## src/rtl/mem_access_arbiter.sv

```systemverilog
// mem_access_arbiter: two-port arbiter serialising 8/16-bit accesses onto a byte-wide memory.
// Ports: clk, rst_n (async active-low); per requester a/b: req, we, size, addr, wdata in,
// ack, rdata out; memory side: mem_en, mem_we, mem_addr, mem_wdata out, mem_rdata in
// (valid one cycle after a read strobe); busy out (high outside IDLE).
// Define MEM_ARB_FIXED_PRIO_EN to make port a win every tie instead of round-robin.
module mem_access_arbiter #(
    parameter int ADDR_W = 16
) (
    input  logic              clk,
    input  logic              rst_n,
    input  logic              req_a,
    input  logic              we_a,
    input  logic [1:0]        size_a,
    input  logic [ADDR_W-1:0] addr_a,
    input  logic [15:0]       wdata_a,
    output logic              ack_a,
    output logic [15:0]       rdata_a,
    input  logic              req_b,
    input  logic              we_b,
    input  logic [1:0]        size_b,
    input  logic [ADDR_W-1:0] addr_b,
    input  logic [15:0]       wdata_b,
    output logic              ack_b,
    output logic [15:0]       rdata_b,
    output logic              mem_en,
    output logic              mem_we,
    output logic [ADDR_W-1:0] mem_addr,
    output logic [7:0]        mem_wdata,
    input  logic [7:0]        mem_rdata,
    output logic              busy
);
    typedef enum logic [1:0] {IDLE, LO, HI, FIN} state_t;
    state_t state;
    logic pick_b;
    logic sel;
    logic lat_we;
    logic [1:0] lat_size;
    logic [ADDR_W-1:0] lat_addr;
    logic [7:0] lat_whi;
    logic [7:0] lo_byte;
    logic [15:0] rd;
    logic g_we;
    logic [1:0] g_size;
    logic [ADDR_W-1:0] g_addr;
    logic [15:0] g_wdata;
`ifdef MEM_ARB_FIXED_PRIO_EN
    assign pick_b = !req_a;
`else
    logic last_b;
    // On a tie, b only wins when a was the most recent grant.
    assign pick_b = req_b && (!req_a || !last_b);
    always_ff @(posedge clk or negedge rst_n)
        if (!rst_n) last_b <= 1'b1;
        else if (state == IDLE && (req_a || req_b)) last_b <= pick_b;
`endif
    assign g_we    = pick_b ? we_b    : we_a;
    assign g_size  = pick_b ? size_b  : size_a;
    assign g_addr  = pick_b ? addr_b  : addr_a;
    assign g_wdata = pick_b ? wdata_b : wdata_a;
    // In FIN mem_rdata carries the last strobed byte: high byte of a word, or the lone byte.
    assign rd = lat_size == 2'b00 ? {mem_rdata, lo_byte} :
                lat_size == 2'b10 ? {{8{mem_rdata[7]}}, mem_rdata} : {8'h00, mem_rdata};
    assign rdata_a = (ack_a && !lat_we) ? rd : 16'h0000;
    assign rdata_b = (ack_b && !lat_we) ? rd : 16'h0000;
    always_ff @(posedge clk or negedge rst_n) begin
        if (!rst_n) begin
            state     <= IDLE;
            sel       <= 1'b0;
            lat_we    <= 1'b0;
            lat_size  <= 2'b00;
            lat_addr  <= '0;
            lat_whi   <= 8'h00;
            lo_byte   <= 8'h00;
            mem_en    <= 1'b0;
            mem_we    <= 1'b0;
            mem_addr  <= '0;
            mem_wdata <= 8'h00;
            ack_a     <= 1'b0;
            ack_b     <= 1'b0;
            busy      <= 1'b0;
        end else begin
            case (state)
                IDLE: if (req_a || req_b) begin
                    state     <= LO;
                    sel       <= pick_b;
                    lat_we    <= g_we;
                    lat_size  <= g_size;
                    lat_addr  <= g_addr;
                    lat_whi   <= g_wdata[15:8];
                    mem_en    <= 1'b1;
                    mem_we    <= g_we;
                    mem_addr  <= g_addr;
                    mem_wdata <= g_wdata[7:0];
                    busy      <= 1'b1;
                end
                LO: if (lat_size == 2'b00) begin
                    state     <= HI;
                    mem_addr  <= lat_addr + ADDR_W'(1);
                    mem_wdata <= lat_whi;
                end else begin
                    state     <= FIN;
                    mem_en    <= 1'b0;
                    mem_we    <= 1'b0;
                    mem_addr  <= '0;
                    mem_wdata <= 8'h00;
                    ack_a     <= !sel;
                    ack_b     <= sel;
                end
                HI: begin
                    state     <= FIN;
                    lo_byte   <= lat_we ? lo_byte : mem_rdata;
                    mem_en    <= 1'b0;
                    mem_we    <= 1'b0;
                    mem_addr  <= '0;
                    mem_wdata <= 8'h00;
                    ack_a     <= !sel;
                    ack_b     <= sel;
                end
                default: begin
                    state <= IDLE;
                    ack_a <= 1'b0;
                    ack_b <= 1'b0;
                    busy  <= 1'b0;
                end
            endcase
        end
    end
endmodule

```

## config.mk

```make
export PLATFORM = sky130hd
export DESIGN_NAME = mem_access_arbiter
export DESIGN_NICKNAME = d
export VERILOG_FILES = /design/src/rtl/mem_access_arbiter.sv
export SDC_FILE = /design/constraint.sdc
export NUM_CORES = 1
export LEC_CHECK = 0
export BUFFER_PORTS_ARGS = -buffer_cell sky130_fd_sc_hd__clkbuf_2
export CELL_PAD_IN_SITES_DETAIL_PLACEMENT = 0
export CELL_PAD_IN_SITES_GLOBAL_PLACEMENT = 1
export CORE_MARGIN = 2
export CORE_UTILIZATION = 33
export CTS_BUF_LIST = sky130_fd_sc_hd__clkbuf_8
export DETAILED_ROUTE_END_ITERATION = 10
export PLACE_DENSITY_LB_ADDON = 0.1
export SYNTH_ARGS = -nofsm -noshare
export SYNTH_HDL_FRONTEND = slang
export SYNTH_SLANG_ARGS = --single-unit
```

## constraint.sdc

```tcl
create_clock -name clk -period 2.4 [get_ports clk]
set_clock_uncertainty 0.1 [all_clocks]
set_input_delay 0.48 -clock clk [delete_from_list [all_inputs] [get_ports clk]]
set_output_delay 0.48 -clock clk [all_outputs]
set_load 0.005 [all_outputs]
```

### Word level (Yosys, flattened, before mapping)

Index checks and enable logic that the tools add are counted.

* register bits after elaboration: 68
* output and inout bits: 61
* logic and storage cells: 71

* $add $sub $neg: 1
* equality and inequality tests: 5
* muxes and demuxes: 27
* bitwise operators: 3
* reductions and logical operators: 20

Operator list (count)
* two-way mux 16 bit: 8
* one-hot mux 16 bit (3 select lines): 1
* one-hot mux 8 bit (3 select lines): 1
* adder 16 x 1 -> 16 bit, second input constant: 1
* two-way mux 8 bit: 2
* one-hot mux 1 bit (3 select lines): 4
* AND reduction 2 bit: 5
* two-way mux 1 bit: 7
* one-hot mux 2 bit (3 select lines): 1
* == test 2 bit, second input constant: 2
* logical AND 1 bit: 4
* logical NOT 1 bit: 4
* logical NOT 2 bit: 2
* two-way mux 2 bit: 2
* NOT 1 bit: 3
* AND reduction 3 bit: 1
* nonzero test 3 bit: 1
* == test 2 x 1 -> 1 bit, second input constant: 1
* logical OR 1 bit: 2
* inequality test 2 x 1 -> 1 bit, second input constant: 1
* inequality test 2 bit, second input constant: 1
* one-hot mux 1 bit (2 select lines): 1
* OR reduction 2 bit: 1

### Depth between registers and ports, before layout

Gate-level depths: netlist of run 1.

* depth in word-level cells: 6
* depth in mapped cells: 9
* gate-level depth less buffers: 7

### Worst setup path after synthesis of run 1

No wires, ideal clock.

* kind: flip-flop to flip-flop
* start: register state[0]
* end: register mem_addr[1]
* setup time: 136 ps
* data arrival time: 2013 ps
* data required time: 2164 ps
* setup slack: 150 ps
* cell stages (with the launch flop): 9
* path buffers: 3
* cells stage by stage: dfrtp_1 inv_1 ha_1 clkbuf_1 nor3b_1 or2_2 clkbuf_1 clkbuf_1 o21ai_0

* longest elaborated chain between the ends: 3
* elaborated cells between the ends (all ways): 7
* those cells by class: 3 x eq/ne; 1 x mux; 3 x reduce/logical

Ends and longest elaborated chain
* start: declaration: RTL line 33 `state_t state;`
* start signal: assignment: RTL line 67 `state <= IDLE;`
* start signal: assignment: RTL line 84 `state <= LO;`
* start signal: assignment: RTL line 97 `state <= HI;`
* == test 2 x 1 -> 1 bit (tied with other cells): RTL line 82 `case (state)`
* nonzero test 3 bit (no source line) / inequality test 2 x 1 -> 1 bit (equally long branches)
* AND reduction 2 bit (no source line)
* end signal: assignment: RTL line 92 `mem_addr <= g_addr;`
* end signal: assignment: RTL line 98 `mem_addr <= lat_addr + ADDR_W'(1);`
* end: declaration: RTL line 27 `output logic [ADDR_W-1:0] mem_addr,`

Parallel ways exist; a longest one is shown, timed or not.
A chain may end at the register's enable or synchronous reset.

### Worst setup path in the final report of run 1

* start: register lat_size[1]
* end: output port rdata_a[7]

* longest elaborated chain between the ends: 3

Ends and longest elaborated chain
* start: declaration: RTL line 37 `logic [1:0] lat_size;`
* start signal: assignment: RTL line 87 `lat_size <= g_size;`
* logical NOT 2 bit: RTL line 61 `assign rd = lat_size == 2'b00 ? {mem_rdata, lo_byte} :`
* two-way mux 16 bit: RTL line 61
* two-way mux 16 bit: RTL line 63 `assign rdata_a = (ack_a && !lat_we) ? rd : 16'h0000;`
* end: declaration: RTL line 17 `output logic [15:0] rdata_a,`

No other way between the ends.

==> results.sh, run 1 <==
export IMPL_row_count=38
export IMPL_grt_overflow_total=0
export IMPL_tns_ns=0
export IMPL_boundaryPins=143
export IMPL_antennaDiodeCount=0
export IMPL_critical_path_slowest_cell="dfrtp_1"
export IMPL_synthesis_instances=408
export IMPL_finalCoreUtilization_pct=43.9
export IMPL_grt_util_met3_pct=2.67
export IMPL_hold_worst_slack_ns=0.299
export IMPL_async_reset_ff_share_pct=100
export IMPL_final_nets=635
export IMPL_rsz0062_at_grt="no"
export IMPL_start_util_pct=34.0
export IMPL_globalRouteTotalUtil_pct=16.8
export IMPL_cts_hold_buffers=1
export IMPL_grt_pass1_wl_microns=15600
export IMPL_slew_limit_headroom_pct=45.9
export IMPL_clock_tree_from_tritoncts="built"
export IMPL_number_of_global_route_vias_before_repair=3160
export IMPL_grt_met2_usage_pct=28.0
export IMPL_cp_start_kind="flip-flop"
export IMPL_max_cap_violations=0
export IMPL_critPathKind="reg2out"
export IMPL_regToRegEndpoint="mem_addr[15]$_DFFE_PN0P_"
export IMPL_min_from="mem_rdata[3]"
export IMPL_hold_violation_count_in_the_final_report=0
export IMPL_ys_seq_area_share_pct=46.3
export IMPL_wire_per_inst_microns=14.3
export IMPL_clk_pin_slew_ns=0.07
export IMPL_fin_ws_ns=0.219
export IMPL_grt_start_max_net_pins=39
export IMPL_final_common_cell="clkbuf_2"
export IMPL_route_vias_total=3284
export IMPL_clock_sink_count=68
export IMPL_final_setup_viol_count=0
export IMPL_cp_top_delay_family="flip-flops"
export IMPL_seqCellArea_sq_um=1700
export IMPL_period_minus_slack_ns=2.18
export IMPL_p_per_area_nw_per_um2=1200
export IMPL_dp_hpwl_microns=7300
export IMPL_drt_first_pass_iters=6
export IMPL_power_leakage_nw=2.41
export IMPL_timing_fmax_ghz=0.458
export IMPL_post_cts_repair_setup_buffers=0
export IMPL_critPathCaptureType="output port"
export IMPL_syn_num_nets=496
export IMPL_synth_area_sq_um=3680
export IMPL_placeableCoreArea_sq_um=10800
export IMPL_timing_critical_path_cells="nor2_1 -> buf_4 -> mux2i_1 -> nor2_1 -> clkbuf_2"
export IMPL_gr_max_usage_layer="met2"
export IMPL_ctsResizeCount=0
export IMPL_hold_depth=2
export IMPL_tightestPinTransition_ns=0.809
export IMPL_critical_path_max_fanout=12
export IMPL_h_tree_lvl_count=3
export IMPL_grt_use_met1_pct=22.1
export IMPL_timing_final_max_slew_violations=0
export IMPL_globalplace_congestion=0.784
export IMPL_regToRegSetupSlack_ns=0.27
export IMPL_cpMostUsedCell="nor2_1"
export IMPL_ys_warn_count=0
export IMPL_ff2ff_path_depth=5
export IMPL_initial_antenna_violation_count=0
export IMPL_number_of_unique_standard_cell_types_used_by_synthesis=38
export IMPL_drt_vias_per_instance=4.75
export IMPL_peak_supply_drop_mv=0.438
export IMPL_yosys_most_used_dff="dfrtp_1"
export IMPL_n_fill_cell=1141
export IMPL_min_delay_worst_endpoint="lo_byte[3]$_DFFE_PN0P_"
export IMPL_detail_route_wirelength_microns=9870
export IMPL_critical_path_buf_inv_count=2
export IMPL_share_of_the_cycle_needed_by_the_critical_path_after_routing_pct=90.9
export IMPL_fin_total_pwr_mw=5.71
export IMPL_layout_cells_most_common_list="clkbuf_2 (141), dfrtp_1 (67), nand2_1 (65)"
export IMPL_chipHeight_microns=110
export IMPL_wp_data_required_ns=1.82
export IMPL_holdCritPathClass="in2reg"
export IMPL_route_detailed_drc=0
export IMPL_worst_endpoint_arrival_ns=1.60
export IMPL_io_buffers=142
export IMPL_outcome="finished, final reports clean"
export IMPL_placement_setup_worst_slack_ns=0.249
export IMPL_post_synthesis_sequential_element_count=68
export IMPL_insertion_delay_ns=0.35
export IMPL_antenna_left=0
export IMPL_area_delta_synth_final_pct=29.2
export IMPL_layout_drive_gt1_share_pct=33.7
export IMPL_max_stage_delay_ns=0.42
export IMPL_r2r_start="lat_addr[2]$_DFFE_PN0P_"
export IMPL_floorplan_die_area_sq_um=12000
export IMPL_floorplan_die_width_microns=110
export IMPL_multi_input_comb_area_sq_um=1850
export IMPL_postSynthAreaPerCell_sq_um=9.02
export IMPL_tritoncts_num_buffers=9
export IMPL_cts_buffer_depth=2
export IMPL_synth_enable_flop_cells=0
export IMPL_drt_first_iter_violations=124
export IMPL_clock_root_buffer="clkbuf_8"
[through the flow]
step,area (sq um),cells
detailed placement,4580,675
finish,4760,692
global route,4760,692
CTS,4760,692
global placement,4580,675
floorplan,3680,408
[where the power goes]
group	switching [mW]	internal, mW
Sequential	0.393	1.71
Clock	0.440	0.385
Combinational	1.54	1.24
Total	2.37	3.34
[synth_stat cells (4+ instances only)]
library cell	instances	area (sq um)
xnor2_1	8	70.1
xor2_1	5	43.8
nand2b_1	4	25.0
mux2_2	9	101
nand2_1	65	244
mux2i_1	35	350
dfrtp_1	67	1680
o21a_1	8	60.1
clkbuf_1	22	82.6
ha_1	6	75.1
nand3_1	8	40.0
o221ai_1	13	114
a21oi_1	30	150
o21ai_0	41	205
buf_2	4	20.0
inv_1	8	30.0
nor2_1	45	169
[layout make-up]
| cell class | instances | area share [%] |
|---|---|---|
| clock buffer | 10 | 2.89 |
| clock inverter | 6 | 0.526 |
| inverter | 8 | 0.631 |
| multi-input combinational | 303 | 38.8 |
| sequential | 68 | 35.8 |
| tap | 140 | 3.68 |
| timing repair buffer | 157 | 17.7 |
[how the worst max path moves through the flow]
stage	cells past startpoint	from	slack [ns]	to
6_report	5	lat_size[1]$_DFFE_PN0P_	0.22	rdata_a[7]
5_1_grt	5	lat_size[1]$_DFFE_PN0P_	0.07	rdata_a[5]
4_1_cts	5	lat_size[1]$_DFFE_PN0P_	0.21	rdata_a[7]
3_5_place_dp	5	lat_addr[2]$_DFFE_PN0P_	0.25	mem_addr[15]$_DFFE_PN0P_
3_3_place_gp	5	lat_addr[2]$_DFFE_PN0P_	0.32	mem_addr[15]$_DFFE_PN0P_
2_1_floorplan	8	state[0]$_DFFE_PN0P_	0.15	mem_addr[1]$_DFFE_PN0P_
[routing by layer]
metal / vias to the layer above / part of all wire, % / wire length, microns
met5: - / 0 / 0
met4: 0 / 1.5 / 149
met3: 14 / 5.1 / 503
met2: 96 / 46 / 4570
met1: 1492 / 47 / 4640
li1: 1682 / - / -
[sequential cells by signal (all words and copies together), names as in the netlist, 2 cells and up]
| name | flops |
|---|---|
| mem_wdata | 8 |
| state | 2 |
| lat_whi | 8 |
| lat_addr | 16 |
| mem_addr | 16 |
| lo_byte | 8 |
| lat_size | 2 |
[logic make-up (layout without fill, tap and decap cells)]
| kind of cell | count (synthesis) | after routing | synth area share [%] |
|---|---|---|---|
| flops | 68 | 68 | 46.3 |
| fa+ha+maj | 6 | 6 | 2.04 |
| simple gates | 139 | 139 | 16.2 |
| xor+xnor | 13 | 13 | 3.09 |
| compound gates | 101 | 101 | 16.2 |
| mux | 44 | 44 | 12.3 |
| buf+inv | 37 | 181 | 3.91 |
Note: power is estimated with default switching activity, not from simulation.
==> inputs of run 2 (changes only) <==
==> constraint.sdc (replaced) <==
create_clock -name clk -period 2.4 [get_ports clk]
set_clock_uncertainty 0.1 [all_clocks]
set_input_delay 0.48 -clock clk [delete_from_list [all_inputs] [get_ports clk]]
set_output_delay 0.48 -clock clk [all_outputs]
set_load 0.1 [all_outputs]
==> run 2 against run 1 <==
  * Cell count unchanged
  * Clock power up 24%
  * Sequential cell count unchanged
  * Critical endpoint is now rdata_a[3]
  * Global-route usage up 1.3 points
  * First-iteration DRC count down 8.1%
  * Sequential share of layout area down 4.4 points
  * Total power up 56%
  * Cell area up 14%
  * Count of clock-buffer cells in the layout down 1
  * Setup slack worse by 0.14 ns
  * Register-to-register slack worse by 0.07 ns
  * Wire length up 5.7%
==> results.sh, run 2 (same netlist as run 1, synthesis figures left out) <==
export IMPL_outcome="finished, final reports clean"
export IMPL_clkPwrFrac_pct=11.5
export IMPL_cp_start_kind="flip-flop"
export IMPL_layout_cells_most_common_list="clkbuf_2 (109), nand2_1 (65), dfrtp_1 (65)"
export IMPL_antenna_left=0
export IMPL_grt_overflow_total=0
export IMPL_placeableCoreArea_sq_um=10800
export IMPL_slew_limit_headroom_pct=21.9
export IMPL_critPathKind="reg2out"
export IMPL_internal_power_mw=3.88
export IMPL_detail_route_wirelength_microns=10400
export IMPL_share_of_the_cycle_needed_by_the_critical_path_after_routing_pct=96.7
export IMPL_area_delta_synth_final_pct=47.9
export IMPL_power_leakage_nw=2.51
export IMPL_period_minus_slack_ns=2.32
export IMPL_drt_first_pass_iters=4
export IMPL_final_setup_viol_count=0
export IMPL_tightestPinTransition_ns=1.17
export IMPL_peak_supply_drop_mv=0.867
export IMPL_row_count=38
export IMPL_final_common_cell="clkbuf_2"
export IMPL_max_cap_violations=0
export IMPL_drt_first_iter_violations=114
export IMPL_io_buffers=142
export IMPL_comb_power_share_pct=64.4
export IMPL_drt_vias_per_instance=4.83
export IMPL_power_frac_seq_pct=24.1
export IMPL_globalplace_congestion=0.729
export IMPL_h_tree_lvl_count=3
export IMPL_timing_final_max_slew_violations=0
export IMPL_route_detailed_drc=0
export IMPL_insertion_delay_ns=0.35
export IMPL_critPathCaptureType="output port"
export IMPL_globalRouteTotalUtil_pct=18.1
export IMPL_tritoncts_num_buffers=9
export IMPL_ff2ff_path_depth=6
export IMPL_clock_sink_count=68
export IMPL_holdCritPathClass="in2async"
export IMPL_clock_root_buffer="clkbuf_8"
export IMPL_hold_violation_count_in_the_final_report=0
export IMPL_dp_hpwl_microns=7760
export IMPL_cts_buffer_depth=2
export IMPL_p_sw_mw=5.00
export IMPL_timing_fmax_ghz=0.431
export IMPL_cts_hold_buffers=0
export IMPL_floorplan_die_width_microns=110
export IMPL_rsz0062_at_grt="yes"
export IMPL_layout_drive_gt1_share_pct=42.2
export IMPL_number_of_global_route_vias_before_repair=3095
export IMPL_initial_antenna_violation_count=0
export IMPL_grt_start_max_net_pins=56
export IMPL_grt_pass1_wl_microns=16400
export IMPL_p_per_area_nw_per_um2=1630
export IMPL_floorplan_die_area_sq_um=12000
export IMPL_route_vias_total=3344
export IMPL_boundaryPins=143
export IMPL_worst_endpoint_arrival_ns=1.74
export IMPL_start_util_pct=34.0
export IMPL_critical_path_max_fanout=9
export IMPL_final_nets=635
export IMPL_wp_data_required_ns=1.82
export IMPL_chipHeight_microns=110
export IMPL_antennaDiodeCount=0
export IMPL_switching_share_pct=56.3
export IMPL_hold_worst_slack_ns=0.00560
export IMPL_clk_pin_slew_ns=0.09
export IMPL_wire_per_inst_microns=15.1
export IMPL_reg_largest_list="lat_addr (16), mem_addr (16)"
export IMPL_clock_tree_from_tritoncts="built"
export IMPL_tns_ns=0
run 2: final timing paths:
check / startpoint / end / slack, ns
setup / recovery: lat_size[1]$_DFFE_PN0P_ / rdata_a[3] / 0.08
hold / removal: rst_n / lo_byte[3]$_DFFE_PN0P_ / 0.006
setup reg to reg: lat_size[1]$_DFFE_PN0P_ / mem_addr[13]$_DFFE_PN0P_ / 0.20
hold reg to reg: lat_whi[5]$_DFFE_PN0P_ / lat_whi[5]$_DFFE_PN0P_ / 0.39
max in group asynchronous: rst_n / lat_addr[1]$_DFFE_PN0P_ / 1.55
min in group clk: mem_rdata[3] / lo_byte[3]$_DFFE_PN0P_ / 0.30
run 2: power by group through the flow:
stage          logic (mW)  clock network, mW  registers, mW
2_1_floorplan        2.86                  0           3.53
3_3_place_gp         5.63                  0           2.14
3_5_place_dp         5.70                  0           2.16
4_1_cts              5.70               1.04           2.14
5_1_grt              6.11               1.11           2.23
6_report             5.72               1.02           2.14
run 2: critical path: stages (launching register included):
cell     delay [ns]
dfrtp_1        0.45
nor2_1         0.15
buf_6          0.20
mux2i_1        0.31
nor2_2         0.09
buf_12         0.17
run 2: area by class of cell:
cell class	count	area, sq um
clock buffer	9	124
tap	140	175
inverter	8	30.0
multi-input combinational	303	2030
timing repair buffer	157	1300
sequential	68	1710
clock inverter	7	82.6
fill	1031	5400
run 2: what timing repair did:
item | in CTS | in global routing
buffers inserted | 0 | 2
resized for setup | 0 | 9
setup endpoints to repair | 0 | 20
endpoints found under the hold margin | 0 | 0
run 2: layer usage:
layer,vias to the layer above,part of all wire [%],track usage [%]
met4,0,1.1,4.88
li1,1691,-,-
met5,-,0,0
met2,86,48,29.4
met1,1558,46,24.6
met3,9,5.0,3.68
run 2: through the flow:
stage               std cells  utilization (%)  setup WS, ns  area, sq um  power, mW
finish                    692             50.2        0.0797         5450       8.88
CTS                       690             49.8       0.00586         5400       8.88
detailed placement        674             47.9         0.206         5190       7.85
global route              692             50.2       -0.0140         5450       9.45
global placement          674             47.9         0.273         5190       7.77
floorplan                 408                -        -0.208         3880       6.39
==> inputs of run 3 (changes only) <==
--- a/config.mk
+++ b/config.mk
@@ -9,7 +9,7 @@
 export CELL_PAD_IN_SITES_DETAIL_PLACEMENT = 0
 export CELL_PAD_IN_SITES_GLOBAL_PLACEMENT = 1
 export CORE_MARGIN = 2
-export CORE_UTILIZATION = 33
+export CORE_UTILIZATION = 37
 export CTS_BUF_LIST = sky130_fd_sc_hd__clkbuf_8
 export DETAILED_ROUTE_END_ITERATION = 10
 export PLACE_DENSITY_LB_ADDON = 0.1
==> constraint.sdc (replaced) <==
create_clock -name clk -period 2.6 [get_ports clk]
set_clock_uncertainty 0.1 [all_clocks]
set_input_delay 0.52 -clock clk [delete_from_list [all_inputs] [get_ports clk]]
set_output_delay 0.52 -clock clk [all_outputs]
set_load 0.1 [all_outputs]
==> run 3 against run 2 <==
  * Register-to-register slack improved by 0.14 ns
  * Hold slack improved by 0.068 ns
  * Count of clock-buffer cells in the layout rose by 1
  * Cell count fell by 1.3%
  * Largest power group unchanged
  * Global-route usage rose by 0.58 points
  * Non-clock buffer count fell by 1
  * Total power fell by 11%
  * Clock power fell by 25%
  * Cell area fell by 1.8%
==> results.sh, run 3 (same netlist as run 1, synthesis figures left out) <==
export IMPL_cp_depth=5
export IMPL_initial_antenna_violation_count=0
export IMPL_ff2ff_path_depth=6
export IMPL_drt_first_iter_violations=134
export IMPL_route_vias_total=3305
export IMPL_worst_endpoint_arrival_ns=1.79
export IMPL_antenna_left=0
export IMPL_detail_route_wirelength_microns=9830
export IMPL_grt_pass1_wl_microns=16300
export IMPL_timing_critical_path_from="lat_size[0]$_DFFE_PN0P_"
export IMPL_cts_hold_buffers=0
export IMPL_dp_hpwl_microns=7380
export IMPL_wp_data_required_ns=1.98
export IMPL_regToRegSetupSlack_ns=0.34
export IMPL_critPathKind="reg2out"
export IMPL_critPathCaptureType="output port"
export IMPL_wire_per_inst_microns=14.4
export IMPL_outcome="finished, final reports clean"
export IMPL_hold_violation_count_in_the_final_report=0
export IMPL_antennaDiodeCount=0
export IMPL_final_setup_viol_count=0
export IMPL_start_util_pct=37.8
export IMPL_layout_cells_most_common_list="clkbuf_2 (111), nand2_1 (65), dfrtp_1 (65)"
export IMPL_critical_path_slowest_cell="dfrtp_1"
export IMPL_number_of_global_route_vias_before_repair=3285
export IMPL_clk_pin_slew_ns=0.07
export IMPL_tritoncts_num_buffers=9
export IMPL_post_cts_repair_setup_buffers=0
export IMPL_tightestPinTransition_ns=0.738
export IMPL_timing_critical_path_cells="nor2_1 -> buf_4 -> mux2i_1 -> nor2_2 -> buf_12"
export IMPL_r2r_start="state[0]$_DFFE_PN0P_"
export IMPL_insertion_delay_ns=0.34
export IMPL_route_detailed_drc=0
export IMPL_share_of_the_cycle_needed_by_the_critical_path_after_routing_pct=92.7
export IMPL_timing_final_max_slew_violations=0
export IMPL_chipHeight_microns=104
export IMPL_timing_fmax_ghz=0.415
export IMPL_cp_top_delay_family="flip-flops"
export IMPL_power_leakage_nw=2.50
export IMPL_globalplace_congestion=0.760
export IMPL_layout_drive_gt1_share_pct=40.4
export IMPL_holdCritPathClass="in2async"
export IMPL_h_tree_lvl_count=3
export IMPL_clock_root_buffer="clkbuf_8"
export IMPL_fin_total_pwr_mw=7.87
export IMPL_max_cap_violations=0
export IMPL_finalCoreUtilization_pct=55.0
export IMPL_final_common_cell="clkbuf_2"
export IMPL_io_buffers=142
export IMPL_worstSetupEndpoint="rdata_a[3]"
export IMPL_placeableCoreArea_sq_um=9730
export IMPL_ctsResizeCount=0
export IMPL_grt_start_max_net_pins=46
export IMPL_floorplan_die_area_sq_um=10800
export IMPL_drt_first_pass_iters=4
export IMPL_floorplan_die_width_microns=104
export IMPL_globalRouteTotalUtil_pct=18.7
export IMPL_p_per_area_nw_per_um2=1470
export IMPL_critical_path_max_fanout=8
export IMPL_critical_path_buf_inv_count=2
export IMPL_clock_tree_from_tritoncts="built"
export IMPL_cp_start_kind="flip-flop"
export IMPL_slew_limit_headroom_pct=50.6
export IMPL_row_count=36
export IMPL_peak_supply_drop_mv=0.804
export IMPL_regToRegEndpoint="mem_wdata[5]$_DFFE_PN0P_"
export IMPL_period_minus_slack_ns=2.41
export IMPL_drt_vias_per_instance=4.84
export IMPL_final_nets=634
export IMPL_area_delta_synth_final_pct=45.3
export IMPL_clock_sink_count=68
export IMPL_grt_overflow_total=0
export IMPL_cts_buffer_depth=2
export IMPL_rsz0062_at_grt="no"
export IMPL_reg_largest_list="lat_addr (16), mem_addr (16)"
export IMPL_max_stage_delay_ns=0.45
export IMPL_boundaryPins=143
==> run 3: cell types whose count changed in the layout (fill, tap and decap cells not counted), sizes merged <==
cell      previous run  this run
clkinv               0         3
buf                 48        45
bufinv               1         0
clkbuf             118       121
inv                 12         9
clkinvlp             2         1
==> run 3: layer usage <==
metal  vias up  track usage [%]  wire, microns
li1       1678                -              -
met4         0             3.47             51
met1      1529             25.6           4680
met2        93             30.4           4620
met3         5             4.66            479
met5         -                0              0
==> run 3: worst register-to-register path: stages, from the launching register on <==
cell and delay (ns):
dfrtp_1 0.43, inv_1 0.10, ha_1 0.35, nor3b_1 0.39, buf_4 0.20, or2_2 0.39
o21ai_0 0.16
==> run 3: worst min-delay path by stage <==
stage | end | slack [ns] | cells past startpoint
after global routing | lo_byte[6]$_DFFE_PN0P_ | 0.11 | 1
after global placement | mem_wdata[6]$_DFFE_PN0P_ | 0.36 | 2
final | lo_byte[6]$_DFFE_PN0P_ | 0.07 | 1
after detailed placement | mem_wdata[6]$_DFFE_PN0P_ | 0.37 | 2
after CTS | lo_byte[6]$_DFFE_PN0P_ | 0.09 | 1
after floorplan | busy$_DFFE_PN0P_ | 0.12 | 0
==> run 3: stage by stage <==
step | area (sq um) | TNS (ns) | hold slack [ns] | std cells | setup slack, ns
after CTS | 5350 | 0 | 0.0890 | 683 | 0.154
after global routing | 5350 | 0 | 0.108 | 683 | 0.0612
final | 5350 | 0 | 0.0734 | 683 | 0.191
after floorplan | 3850 | -0.618 | 0.124 | 408 | -0.0483
after detailed placement | 5180 | 0 | 0.369 | 668 | 0.287
after global placement | 5180 | 0 | 0.364 | 668 | 0.315
==> run 3: layout make-up <==
cell class              count  area, sq um
fillers                   922         4380
clock buffers              10          138
repair buffers            156         1280
inverters                   8         30.0
flip-flops and latches     68         1710
multi-input cells         303         2000
clock inverters             5         30.0
well taps                 133          166
==> run 3: power breakdown <==
group	total, mW	internal [mW]	switching (mW)
Sequential	1.96	1.59	0.369
Combinational	5.15	1.46	3.69
Clock	0.761	0.362	0.400
Total	7.87	3.40	4.46
